===== config.mk =====
export PLATFORM = sky130hd
export DESIGN_NAME = addr_seq_gen
export DESIGN_NICKNAME = d
export VERILOG_FILES = /design/src/rtl/addr_seq_gen.sv
export SDC_FILE = /design/constraint.sdc
export NUM_CORES = 1
export LEC_CHECK = 0
export BUFFER_PORTS_ARGS = -buffer_cell sky130_fd_sc_hd__buf_2
export CAP_MARGIN = 40
export CORE_UTILIZATION = 40
export DETAILED_ROUTE_END_ITERATION = 12
export HOLD_SLACK_MARGIN = 0.15
export MAX_ROUTING_LAYER = met4
export PLACE_DENSITY = 0.56
export SLEW_MARGIN = 20
export SYNTH_ARGS = -nofsm -noshare
export SYNTH_HDL_FRONTEND = slang
export SYNTH_SLANG_ARGS = --single-unit

===== constraint.sdc =====
create_clock -name clk -period 2.72 [get_ports clk]
set_input_delay 0.136 -clock clk [delete_from_list [all_inputs] [get_ports clk]]
set_output_delay 0.136 -clock clk [all_outputs]
set_load 0.02 [all_outputs]

===== src/rtl/addr_seq_gen.sv =====
// rtl/addr_seq_gen.sv - table-based strided, bank-wrapping address burst generator
// Optional zero-bubble burst chaining: define ADDR_SEQ_GEN_B2B_EN.
module addr_seq_gen #(
  parameter int ADDR_W = 14,
  parameter int BANK_W = 2,
  parameter int IDX_W  = 4,
  parameter int LEN_W  = 10,
  parameter int STR_W  = 4
) (
  input  logic              clk,
  input  logic              rst,
  input  logic              cfg_we,
  input  logic [IDX_W-1:0]  cfg_idx,
  input  logic [ADDR_W-1:0] cfg_data,
  input  logic              cmd_valid,
  output logic              cmd_ready,
  input  logic [IDX_W-1:0]  cmd_idx,
  input  logic [LEN_W-1:0]  cmd_len,
  input  logic [STR_W-1:0]  cmd_stride,
  output logic              addr_valid,
  input  logic              addr_ready,
  output logic [ADDR_W-1:0] addr,
  output logic              addr_last,
  output logic              busy
);

  localparam int OFF_W = ADDR_W - BANK_W;
  localparam int DEPTH = 2 ** IDX_W;

  typedef enum logic {IDLE, RUN} state_t;

  state_t            state_q, state_d;
  logic [ADDR_W-1:0] table_q [DEPTH];
  logic [ADDR_W-1:0] table_d [DEPTH];
  logic [ADDR_W-1:0] addr_q, addr_d;
  logic [LEN_W-1:0]  len_q, len_d;
  logic [LEN_W-1:0]  cnt_q, cnt_d;
  logic [STR_W-1:0]  stride_q, stride_d;
  logic              addr_valid_q, addr_valid_d;
  logic              addr_last_q, addr_last_d;

  logic              beat_done;
  logic              last_done;
  logic              cmd_accept;
  logic [OFF_W-1:0]  next_off;
  logic [LEN_W-1:0]  cnt_inc;

  assign beat_done = addr_valid_q & addr_ready;
  assign last_done = beat_done & addr_last_q;

`ifdef ADDR_SEQ_GEN_B2B_EN
  assign cmd_ready = (state_q == IDLE) | ((state_q == RUN) & last_done);
`else
  assign cmd_ready = (state_q == IDLE);
`endif

  assign cmd_accept = cmd_valid & cmd_ready;
  // Offset arithmetic is confined to OFF_W bits so a wrap never carries into the bank.
  assign next_off   = addr_q[OFF_W-1:0] + OFF_W'(stride_q);
  assign cnt_inc    = cnt_q + LEN_W'(1);

  always_comb begin
    state_d      = state_q;
    table_d      = table_q;
    addr_d       = addr_q;
    len_d        = len_q;
    cnt_d        = cnt_q;
    stride_d     = stride_q;
    addr_valid_d = addr_valid_q;
    addr_last_d  = addr_last_q;

    if (cfg_we) begin
      table_d[cfg_idx] = cfg_data;
    end

    if (last_done) begin
      state_d      = IDLE;
      addr_valid_d = 1'b0;
      addr_last_d  = 1'b0;
    end else if (beat_done) begin
      addr_d      = {addr_q[ADDR_W-1:OFF_W], next_off};
      cnt_d       = cnt_inc;
      addr_last_d = (cnt_inc == len_q);
    end

    // Reads table_q, so a same-cycle cfg write to this index is not yet visible.
    if (cmd_accept) begin
      state_d      = RUN;
      addr_d       = table_q[cmd_idx];
      len_d        = cmd_len;
      stride_d     = cmd_stride;
      cnt_d        = '0;
      addr_valid_d = 1'b1;
      addr_last_d  = (cmd_len == '0);
    end
  end

  always_ff @(posedge clk) begin
    if (rst) begin
      state_q      <= IDLE;
      addr_q       <= '0;
      len_q        <= '0;
      cnt_q        <= '0;
      stride_q     <= '0;
      addr_valid_q <= 1'b0;
      addr_last_q  <= 1'b0;
      for (int i = 0; i < DEPTH; i++) begin
        table_q[i] <= ADDR_W'(i);
      end
    end else begin
      state_q      <= state_d;
      addr_q       <= addr_d;
      len_q        <= len_d;
      cnt_q        <= cnt_d;
      stride_q     <= stride_d;
      addr_valid_q <= addr_valid_d;
      addr_last_q  <= addr_last_d;
      table_q      <= table_d;
    end
  end

  assign addr_valid = addr_valid_q;
  assign addr_last  = addr_last_q;
  assign addr       = addr_q;
  assign busy       = (state_q == RUN);

endmodule

# Word level (Yosys, flattened, before mapping)
# Index checks and enable logic that the tools add are counted.
dict set report word_totals {
  wordCells 59
  in_bits 41
  output_inout_bits 18
  ff_bits 264
}
dict set report op_classes {
  bitwise 7
  magnitude_cmp 3
  eq_ne 2
  addsub 2
  muxes 14
  n_reduce_logical 8
}
# op count
set ops {}
lappend ops {{bitwise mux 224 bit} 1}
lappend ops {{binary-select mux 14 bit (select 4 bit)} 1}
lappend ops {{demux 14 bit (select 4 bit)} 1}
lappend ops {{two-way mux 14 bit} 4}
lappend ops {{two-way mux 12 bit} 2}
lappend ops {{adder 12 x 4 -> 12 bit} 1}
lappend ops {{adder 10 x 1 -> 10 bit (second input constant)} 1}
lappend ops {{== test 10 bit} 1}
lappend ops {{greater-or-equal comparator 5 bit (second input constant)} 2}
lappend ops {{logical NOT 10 bit} 1}
lappend ops {{NOT 4 -> 5 bit} 2}
lappend ops {{< comparator 5 x 1 -> 1 bit (second input constant)} 1}
lappend ops {{two-way mux 1 bit} 5}
lappend ops {{AND reduction 2 bit} 2}
lappend ops {{nonzero test 2 bit} 2}
lappend ops {{bitwise AND 1 bit} 3}
lappend ops {{nonzero test 3 bit} 1}
lappend ops {{!= test 2 x 1 -> 1 bit (second input constant)} 1}
lappend ops {{NOT 1 bit} 2}
lappend ops {{OR reduction 2 bit} 1}
lappend ops {{logical AND 1 bit} 1}

# Logic depth before layout (Yosys ltp)
# Gate-level depths: netlist of run 1.
dict set report depth {
  ltp_word 6
  mapped_depth 8
  mapped_depth_nobuf 7
}

# Worst setup path before layout of run 1
# Ideal clock, no wire load.
dict set report synth_timing {
  kind {reg-to-reg}
  start {register addr_q[0], in the netlist addr[0]}
  end {register addr_q[4], in the netlist addr[4]}
  setup_ns 0.114
  synth_period_minus_slack_ns 2.092
  required_ns 2.606
  t_arrival_ns 1.977
  n_path_buf 0
  path_slack_ns 0.628
  path_stages_with_launch 8
  cell_sequence {dfxtp_1 ha_1 fa_1 a21o_1 a21oi_1 nor2_1 xnor2_1 a2111oi_0}
}
dict set report synth_between {
  elab_chain_cells 4
}
# element line_no
set synth_lines {}
lappend synth_lines {{from (decl)} 35} ;# logic [ADDR_W-1:0] addr_q, addr_d;
lappend synth_lines {{from (signal assigned)} 112} ;# addr_q <= addr_d;
lappend synth_lines {{adder 12 x 4 -> 12 bit} 59} ;# assign next_off = addr_q[OFF_W-1:0] + OFF_W'(stride_q);
lappend synth_lines {{two-way mux 12 bit} 80} ;# end else if (beat_done) begin
lappend synth_lines {{two-way mux 12 bit} 76} ;# if (last_done) begin
lappend synth_lines {{two-way mux 14 bit} 87} ;# if (cmd_accept) begin
# Every way passes these cells. The select of a mux whose other input is x is not followed.
# A chain may end at the register's enable or synchronous reset.

# Worst setup path after layout of run 1
# Ends and elaborated chain as after synthesis.

==> results of run 1 <==
-- worst paths after layout --
check	to	slack, ns
min	table_q[2]$_SDFFE_PP1P_	0.14
max	addr[4]$_SDFFE_PP0P_	0.52
max reg2reg	addr[4]$_SDFFE_PP0P_	0.52
min reg2reg	table_q[201]$_SDFFE_PP0P_	0.45
-- power breakdown --
group | total [mW] | internal [mW] | switching [mW]
combinational | 0.704 | 0.267 | 0.437
clock | 3.99 | 2.39 | 1.60
sequential | 4.00 | 3.94 | 0.0576
-- registers in the layout, summed over array words and instances, names as in the netlist --
register,count
cnt_q,10
addr_valid,1
table_q,224
addr,14
len_q,10
stride_q,4
addr_last,1
-- area by class of cell --
class / instances / area, um^2
flip-flops and latches: 264 / 5285
well taps: 384 / 480.5
clock inverters: 6 / 87.58
diodes: 1 / 2.502
fillers: 2766 / 15150
repair buffers: 134 / 1010
multi-input cells: 986 / 6027
inverters: 3 / 11.26
clock buffers: 46 / 879.6
-- cell usage after synthesis (3+ instances only) --
master	instances	area, um^2
inv_1	3	11.26
nor4_1	6	37.54
xor2_1	7	61.31
xnor2_1	20	175.2
dfxtp_1	264	5285
buf_2	17	85.08
mux4_2	38	855.8
nor3_1	8	40.04
a22oi_1	10	75.07
buf_1	6	22.52
o22ai_1	4	25.02
nand2_1	445	1670
nor3b_1	4	30.03
nor2b_1	19	118.9
mux2i_1	30	300.3
a211o_1	6	52.55
ha_1	5	62.56
mux4_1	17	446.7
a31oi_1	5	31.28
nand3_1	11	55.05
nand3b_1	32	240.2
mux2_2	4	45.04
nor2_1	59	221.5
or3_1	7	43.79
o21ai_0	5	25.02
buf_4	6	45.04
clkbuf_1	87	326.6
a211oi_1	5	37.54
a21oi_1	199	996.0
a2111oi_0	6	52.55
-- critical path, stage by stage (launching register included) --
cell       delay [ns]
dfxtp_1          0.33
ha_1             0.24
fa_1             0.41
a21o_1           0.17
a21oi_1          0.28
nor2_1           0.11
xnor2_1          0.14
a2111oi_0        0.39
-- logic make-up (layout without fill, tap and decap cells) --
kind of cell             after synthesis  in the layout  synth area share, %
adder cells (fa/ha/maj)                6              6               0.6980
other                                  0              1                    0
XOR/XNOR                              27             27                1.999
AO/OA/AOI/OAI                        257            257                12.20
buffers and inverters                122            189                4.579
multiplexers                          90             90                14.14
AND/OR/NAND/NOR                      606            606                21.71
flip-flops                           264            264                44.67
-- per-layer routing --
layer,share of wire [%],track usage (%)
met1,45,31.85
met2,48,38.27
met3,5.7,3.718
met4,1.6,5.117
met5,0,-
-- timing repair --
action                                 4_1_cts  5_1_grt
hold buffers                                37        1
gates resized for setup                      0        0
endpoints found under the hold margin      243        1
-- placed cells by master (no fill, tap or decap), drive strengths merged, types with 4 or more instances in the layout --
cell type | Yosys | final
mux2i | 30 | 30
a211o | 6 | 6
a211oi | 5 | 5
ha | 5 | 5
nand2 | 445 | 445
o21ai | 5 | 5
o22ai | 4 | 4
nor4 | 6 | 6
inv | 3 | 5
clkbuf | 87 | 46
buf | 32 | 96
a22oi | 10 | 10
dfxtp | 264 | 264
mux2 | 4 | 4
nor3b | 4 | 4
or3 | 7 | 7
nand3b | 32 | 32
nor2 | 59 | 59
a31oi | 5 | 5
nor3 | 9 | 9
xor2 | 7 | 7
dlygate4sd3 | 0 | 38
mux4 | 56 | 56
a2111oi | 7 | 7
xnor2 | 20 | 20
a21oi | 199 | 199
nand3 | 11 | 11
nor2b | 19 | 19
-- metrics by stage --
step	util, %	worst slack (ns)	hold slack [ns]
floorplan	-	0.6282	0.2720
global placement	42.82	0.2411	0.3881
detailed placement	42.83	0.5133	0.3901
CTS	47.46	0.5276	0.2539
global route	47.63	0.3572	0.1632
finish	47.63	0.5178	0.1376
==> flow_summary.toml, run 1 <==
[outcome]
outcome = "finished, final reports clean"

[floorplanning]
die_w_um = 174.0
core_region_area_um2 = 28940
dieArea_um2 = 30270
start_util_pct = 40.89
num_io_pins = 59
die_y_um = 174.0
core.rowCount = 62

[critical_path]
cp-end-kind = "flop"
cp_data_arrival_time_ns = 2.63
crit_type = "flop to flop"
crit_fanout = 4
reg2regPathDepth = 7
cp-start-kind = "flop"
crit_required_ns = 3.14
r2r-start = "addr[0]$_SDFFE_PP0P_"
critPathLaunch = "addr[0]$_SDFFE_PP0P_"

[min_path]
hp-start = "cfg_idx[1]"
hold_path.class = "input pin to flop"
hold_path_depth = 4

[sta]
fin_crit_ns = 2.202
tns_ns = 0
fmax_mhz = 454.1
slew_viol_final = 0
hold_violations = 0
finClkSkew_ns = 0.01870
rsz0062_at_grt = "false"
setup_viol = 0
fin_crit_sh_pct = 80.96
worst_pin_slew_ns = 0.8881
max-slew-margin-rel_pct = 40.65

[placed_design]
place_area_um2 = 12390
port_buffers = 58
dp.cells = 1731
hpwl_um = 22730
routabilityCongestion = 0.8786

[synth]
postSynth.asyncResetShare_pct = 0
synth_edf_count = 0
syn-cell-area_um2 = 11830
yosysWarnings = 0
syn_avg_cell_area_um2 = 8.623
ys_types = 57
ys_ff_latch = 264
synth_ff_type = "dfxtp_1"
synth_seq_area_share_pct = 44.67
syn_nets = 1419
synthCells = 1372

[global_routing]
grt_max_degree = 110
overflow = 0
grt_pass1_wl_um = 54590
antenna_found_initial = 2
grt_use_total_pct = 23.89
grt_pass1_vias = 9220

[final_layout]
drive_above_1_share_pct = 13.55
final_cell_area_um2 = 13780
syn2layout_area_growth_pct = 16.50
stdcell_count = 1824
nets = 1465

[routing]
wire_per_inst_um = 19.57
num_vias = 9884
post_drt_via_cell_ratio = 5.419
drcViolationCount = 0
wirelength_um = 35700
drtIter0Drc = 844
dr.pass1.iters = 5
ant_nets = 0

[clock_tree]
cts-htree-levels = 1
cts_tree = "yes"
insertion_delay_ns = 0.56
clock-sinks = 264
numCtsBuffers = 29
cts_setup_buffers = 0
clockRootBuffer = "clkbuf_16"
path_clk_slew_ns = 0.06
clock_path_buffers = 3

[job]
cap_violations = 0

[power]
vdd_drop_max_mv = 0.4546
p_leak_nw = 4.915
p_total_mw = 8.695
cellPowerDensity_nw_per_um2 = 630.8
Note: power is estimated with default switching activity, not from simulation.
==> run 2, diff against run 1 <==
==> constraint.sdc (replaced) <==
create_clock -name clk -period 2.2 [get_ports clk]
set_input_delay 0.11 -clock clk [delete_from_list [all_inputs] [get_ports clk]]
set_output_delay 0.11 -clock clk [all_outputs]
set_load 0.02 [all_outputs]
==> run 2 against run 1 <==
Against the previous run:
- critical endpoint is now addr[10]$_SDFFE_PP0P_
- sequential share of layout area shrank 0.68 points
- sequential cell count is the same
- power grew 23%
- core utilization grew 0.86 points
- clock skew shrank 0.0055 ns
- wire length shrank 1.9%
- critical path depth is the same
==> flow_summary.toml, run 2 (synthesis gave the netlist of run 1 again) <==
[outcome]
outcome = "finished, final reports clean"

[placed_design]
port_buffers = 58
routabilityCongestion = 0.8050
hpwl_um = 22050

[clock_tree]
cts-htree-levels = 1
clockRootBuffer = "clkbuf_16"
path_clk_slew_ns = 0.06
cts_tree = "yes"
numCtsBuffers = 29
cts_setup_buffers = 0
clock-sinks = 264
clock_path_buffers = 3
insertion_delay_ns = 0.56

[sta]
max-slew-margin-rel_pct = 46.81
fmax_mhz = 497.5
fin_crit_sh_pct = 91.37
tns_ns = 0
slew_viol_final = 0
finClkSkew_ns = 0.01322
hold_violations = 0
worst_pin_slew_ns = 0.7959
rsz0062_at_grt = "false"
fin_crit_ns = 2.010
setup_viol = 0

[critical_path]
worst_path_max_delay_cell = "fa_1"
cpLargestDelayFamily = "adder cells"
crit_fanout = 3
crit_path_cell_trace = "ha_1 > fa_1 > a21o_1 > a21oi_2 > nor3_1 > mux2_2 > nor4_1"
cp_data_arrival_time_ns = 2.47
crit_required_ns = 2.66
max_stage_delay_ns = 0.41
crit_type = "flop to flop"
cp-end-kind = "flop"
cp_num_buf_inv = 0
cp-start-kind = "flop"

[floorplanning]
core_region_area_um2 = 28940
die_y_um = 174.0
core.rowCount = 62
die_w_um = 174.0
num_io_pins = 59
dieArea_um2 = 30270
start_util_pct = 40.89

[final_layout]
largest_reg_flops = 224
n_antenna_cell = 0
regArea_um2 = 5285
final_cell_mix = "444 x nand2_1, 264 x dfxtp_1, 198 x a21oi_1"
finish.utilization_pct = 48.49
multiInputGateArea_um2 = 6040
syn2layout_area_growth_pct = 18.59
regMostFlops = "table_q"
fillers = 2786
final_common_cell = "nand2_1"
nets = 1492
drive_above_1_share_pct = 15.12

[global_routing]
grt_pass1_vias = 9613
antenna_found_initial = 1
gr-usage-met2_pct = 38.13
grt.busiest_layer = "met2"
grtUsageMet1_pct = 32.33
overflow = 0
grt_use_total_pct = 23.97
use_met3_pct = 3.106
grt_max_degree = 91
grt_pass1_wl_um = 55040

[routing]
post_drt_via_cell_ratio = 5.310
wire_per_inst_um = 18.90
drcViolationCount = 0
drtIter0Drc = 835
ant_nets = 0
dr.pass1.iters = 4
wirelength_um = 35010
num_vias = 9834

[power]
p_switching_mw = 2.562
power_frac_clock_pct = 45.3
cellPowerDensity_nw_per_um2 = 763.0
switching_share_pct = 23.93
p_int_mw = 8.144
p_seq_share_pct = 46.0
vdd_drop_max_mv = 0.5536
p_leak_nw = 5.075
comb_power_share_pct = 8.6

[min_path]
hold_path.class = "input pin to flop"

[job]
cap_violations = 0
## run 2: changes by cell type in the layout (fill, tap and decap cells not counted), sizes merged
cell         change
buf             +20
bufinv           -1
clkbuf           +1
clkinv           +3
diode            -1
dlygate4sd3      +7
inv              -1
## run 2: path summary, 6_finish.rpt
path | endpoint | from | slack [ns] | cells after the start
max | addr[10]$_SDFFE_PP0P_ | addr[0]$_SDFFE_PP0P_ | 0.19 | 7
min | table_q[219]$_SDFFE_PP0P_ | cfg_idx[1] | 0.25 | 5
max reg2reg | addr[10]$_SDFFE_PP0P_ | addr[0]$_SDFFE_PP0P_ | 0.19 | 7
min reg2reg | table_q[192]$_SDFFE_PP0P_ | table_q[192]$_SDFFE_PP0P_ | 0.45 | 2
## run 2: area by class of cell
cell class                 count  share of cell area (%)
multi-input combinational    986                   43.04
sequential                   264                   37.67
timing repair buffer         161                   8.891
clock buffer                  47                   6.438
tap                          384                   3.424
clock inverter                 7                  0.4548
inverter                       3                 0.08026
## run 2: what timing repair did
| action | 4_1_cts | 5_1_grt |
|---|---|---|
| pin swaps | 0 | 1 |
| setup endpoints to repair | 1 | 5 |
| resized for setup | 2 | 2 |
| hold buffers | 45 | 0 |
| endpoints found under the hold margin | 250 | 0 |
## run 2: worst register-to-register path, stage by stage (launching register included)
cell and delay, ns:
dfxtp_1 0.31, ha_1 0.24, fa_1 0.41, a21o_1 0.19
a21oi_2 0.19, nor3_1 0.08, mux2_2 0.27, nor4_1 0.23
## run 2: per-stage QoR
| step | area (um^2) | hold WS [ns] | total power [mW] | worst slack, ns | instances |
|---|---|---|---|---|---|
| finish | 14030 | 0.2468 | 10.71 | 0.1898 | 1852 |
| detailed placement | 12600 | 0.3700 | 5.883 | -0.02524 | 1753 |
| floorplan | 11830 | 0.2460 | 5.582 | 0.1082 | 1372 |
| CTS | 14020 | 0.2284 | 10.79 | 0.06820 | 1852 |
| global route | 14030 | 0.2894 | 11.08 | 0.07879 | 1852 |
| global placement | 12600 | 0.3621 | 5.874 | 0.04726 | 1753 |
## run 2: power by group through the flow
stage                     Clock [mW]  Combinational (mW)  Sequential, mW
after floorplan                    0               0.538            5.04
after global placement             0               0.841            5.03
after detailed placement           0               0.850            5.03
after CTS                       4.95               0.917            4.93
after global routing            5.14               0.996            4.94
final                           4.85               0.921            4.93
## run 2: routing by layer
layer  up-vias  part of all wire [%]  wire length (um)
met5         -                     0                 0
met2       277                    46             16230
met3        49                   5.3              1865
met1      4677                    46             16270
li1       4831                     -                 -
met4         0                   1.9               650
==> run 3, diff against run 2 <==
--- a/config.mk
+++ b/config.mk
@@ -5,6 +5,7 @@
 export SDC_FILE = /design/constraint.sdc
 export NUM_CORES = 1
 export LEC_CHECK = 0
+export ABC_AREA = 1
 export BUFFER_PORTS_ARGS = -buffer_cell sky130_fd_sc_hd__buf_2
 export CAP_MARGIN = 40
 export CORE_UTILIZATION = 40
@@ -12,7 +13,6 @@
 export HOLD_SLACK_MARGIN = 0.15
 export MAX_ROUTING_LAYER = met4
 export PLACE_DENSITY = 0.56
-export SLEW_MARGIN = 20
 export SYNTH_ARGS = -nofsm -noshare
 export SYNTH_HDL_FRONTEND = slang
 export SYNTH_SLANG_ARGS = --single-unit
==> run 3 against run 2 <==
Against the previous run:
- clock-buffer cell count up 1
- sequential share of layout area shrank 0.31 points
- core utilization down 0.88 points
- critical path depth unchanged
- critical path type is now input pin to flop
- register-to-register slack improved by 0.19 ns
- largest power group is now the clock network
==> flow_summary.toml, run 3 <==
[min_path]
hold_path_depth = 5
hold_path.class = "input pin to flop"
hold-path-endpoint = "table_q[87]$_SDFFE_PP1P_"
hp-start = "cfg_we"

[power]
p_int_mw = 8.542
comb_power_share_pct = 10.1
vdd_drop_max_mv = 0.7005
p_switching_mw = 2.933
p_leak_nw = 6.021
cellPowerDensity_nw_per_um2 = 811.1
switching_share_pct = 25.56
p_seq_share_pct = 43.7
p_total_mw = 11.48
power_frac_clock_pct = 46.2

[final_layout]
nets = 1825
regMostFlops = "table_q"
final_cell_area_um2 = 14150
largest_reg_flops = 224
final_common_cell = "nor2_1"
final_cell_mix = "344 x nor2_1, 291 x o21ai_0, 264 x dfxtp_1"
stdcell_count = 2191
n_antenna_cell = 0
finish.utilization_pct = 47.61
drive_above_1_share_pct = 10.61
syn2layout_area_growth_pct = 16.83

[global_routing]
antenna_found_initial = 0
overflow = 0
grt_pass1_wl_um = 60830
grt_use_total_pct = 25.39
grt_pass1_vias = 10910
grt_max_degree = 59

[sta]
max-slew-margin-rel_pct = 52.80
hold_ws_ns = 0.1692
rsz0062_at_grt = "false"
fin_crit_sh_pct = 83.03
finClkSkew_ns = 0.01321
slew_viol_final = 0
hold_violations = 0
fin_ws_ns = 0.3734
setup_viol = 0
worst_pin_slew_ns = 0.7072
fmax_mhz = 547.5
fin_crit_ns = 1.827
tns_ns = 0

[clock_tree]
clockRootBuffer = "clkbuf_16"
cts-resized-gates = 0
holdBufCountCts = 38
cts_setup_buffers = 0
insertion_delay_ns = 0.56
path_clk_slew_ns = 0.06
clock-sinks = 264
cts_tree = "yes"
clock_path_buffers = 3
numCtsBuffers = 31
cts-htree-levels = 1

[routing]
drcViolationCount = 0
drtIter0Drc = 1065
ant_nets = 0
dr.pass1.iters = 7
post_drt_via_cell_ratio = 5.325
wire_per_inst_um = 17.40
wirelength_um = 38130
num_vias = 11670

[synth]
syn_nets = 1781
synth_top_area_share_pct = 43.65
yosysTopAreaCell = "dfxtp_1"
postSynth.asyncResetShare_pct = 0
syn_avg_cell_area_um2 = 6.983
synth_seq_area_share_pct = 43.65
ys_top_cells_by_area = "dfxtp_1 44%, o21ai_0 12%, nor2_1 11%, nand2_1 6.0%, a21oi_1 5.1%"
synthCells = 1734
synth_edf_count = 0
yosysWarnings = 0
syn-cell-area_um2 = 12110
synth_ff_type = "dfxtp_1"
ys_ff_latch = 264
ys_types = 39
yosysMostFrequentCell = "nor2_1"
synthTopCellsByCount = "344 x nor2_1, 291 x o21ai_0, 264 x dfxtp_1"

[floorplanning]
die_w_um = 176.0
num_io_pins = 59
die_y_um = 176.0
start_util_pct = 40.75
dieArea_um2 = 30970
core.rowCount = 63
core_region_area_um2 = 29720

[critical_path]
cpLargestDelayFamily = "buffers and inverters"
max_stage_delay_ns = 0.57
crit_fanout = 52
crit_required_ns = 2.71
crit_type = "input pin to flop"
crit_path_cell_trace = "dlygate4sd3_1 > buf_2 > inv_6 > buf_4 > o21ai_0 > a31oi_1 > dlygate4sd3_1"
worst_path_max_delay_cell = "dlygate4sd3_1"
cp_num_buf_inv = 5
path_common_cell = "dlygate4sd3_1"
r2r-start = "addr[2]$_SDFFE_PP0P_"
cp_data_arrival_time_ns = 2.33
cp-start-kind = "input pin"
rr_endpoint = "addr[7]$_SDFFE_PP0P_"
reg2regPathDepth = 10
rrSetupSlack_ns = 0.38
cp-end-kind = "flop"

[placed_design]
hpwl_um = 24170
port_buffers = 58
dp.cells = 2097
dp_slack_ns = 0.4257
place_area_um2 = 12720
routabilityCongestion = 0.8396

[outcome]
outcome = "finished, final reports clean"

[job]
cap_violations = 0
-- run 3: cell count changes in the layout (fill, tap and decap cells not counted), sizes merged, moves of 19 or more --
cell / before / now
nand2: 445 / 195
mux4: 56 / 0
o21ai: 5 / 303
o211ai: 1 / 44
nor2: 59 / 355
mux2i: 30 / 0
a21oi: 199 / 124
nand3b: 32 / 0
nand3: 11 / 122
nor2b: 19 / 0
inv: 4 / 143
-- run 3: cell families (layout without fill, tap and decap cells) --
kind of cell | count (synthesis) | in the layout | share of synthesized area, %
AND/OR/NAND/NOR | 690 | 690 | 23.59
AO/OA/AOI/OAI | 495 | 495 | 21.96
buffers and inverters | 270 | 337 | 9.361
flip-flops | 264 | 264 | 43.65
XOR/XNOR | 9 | 9 | 0.7646
adder cells (fa/ha/maj) | 6 | 6 | 0.6820
-- run 3: per-layer routing --
layer / global-route usage [%] / vias to the layer above / wire length (um)
met5: - / - / 0
met4: 6.014 / 0 / 775
met3: 3.058 / 63 / 2003
met2: 40.84 / 320 / 17340
met1: 33.95 / 5476 / 18020
li1: - / 5809 / -
-- run 3: worst register-to-register path, delay by kind of cell (launching register included) --
kind	cells	cell delay (ns)
AO/OA/AOI/OAI	4	0.68
AND/OR/NAND/NOR	4	0.34
buffers and inverters	1	0.06
flip-flops	1	0.33
adder cells (fa/ha/maj)	1	0.36
-- run 3: layout make-up --
class | count | area (um^2)
fillers | 3003 | 15570
inverters | 143 | 544.3
multi-input cells | 1200 | 5690
clock buffers | 48 | 929.6
repair buffers | 138 | 1089
flip-flops and latches | 264 | 5285
clock inverters | 8 | 121.4
well taps | 390 | 488.0
-- run 3: how the worst max path moves through the flow --
stage	startpoint	end	cells past startpoint
after floorplan	addr[0]$_SDFFE_PP0P_	addr[10]$_SDFFE_PP0P_	11
after global placement	cnt_q[0]$_SDFFE_PP0P_	addr_last$_SDFFE_PP0P_	8
after detailed placement	addr[2]$_SDFFE_PP0P_	addr[7]$_SDFFE_PP0P_	10
after CTS	addr[2]$_SDFFE_PP0P_	addr[7]$_SDFFE_PP0P_	10
after global routing	addr[2]$_SDFFE_PP0P_	addr[7]$_SDFFE_PP0P_	10
final	rst	addr_valid$_SDFFE_PP0P_	7
-- run 3: power by group through the flow --
stage          combinational, mW  sequential (mW)  clock, mW
4_1_cts                     1.15             5.01       5.38
5_1_grt                     1.28             5.03       5.61
6_report                    1.16             5.01       5.30
3_5_place_dp                1.10             5.11          0
3_3_place_gp                1.10             5.11          0
2_1_floorplan              0.696             5.12          0
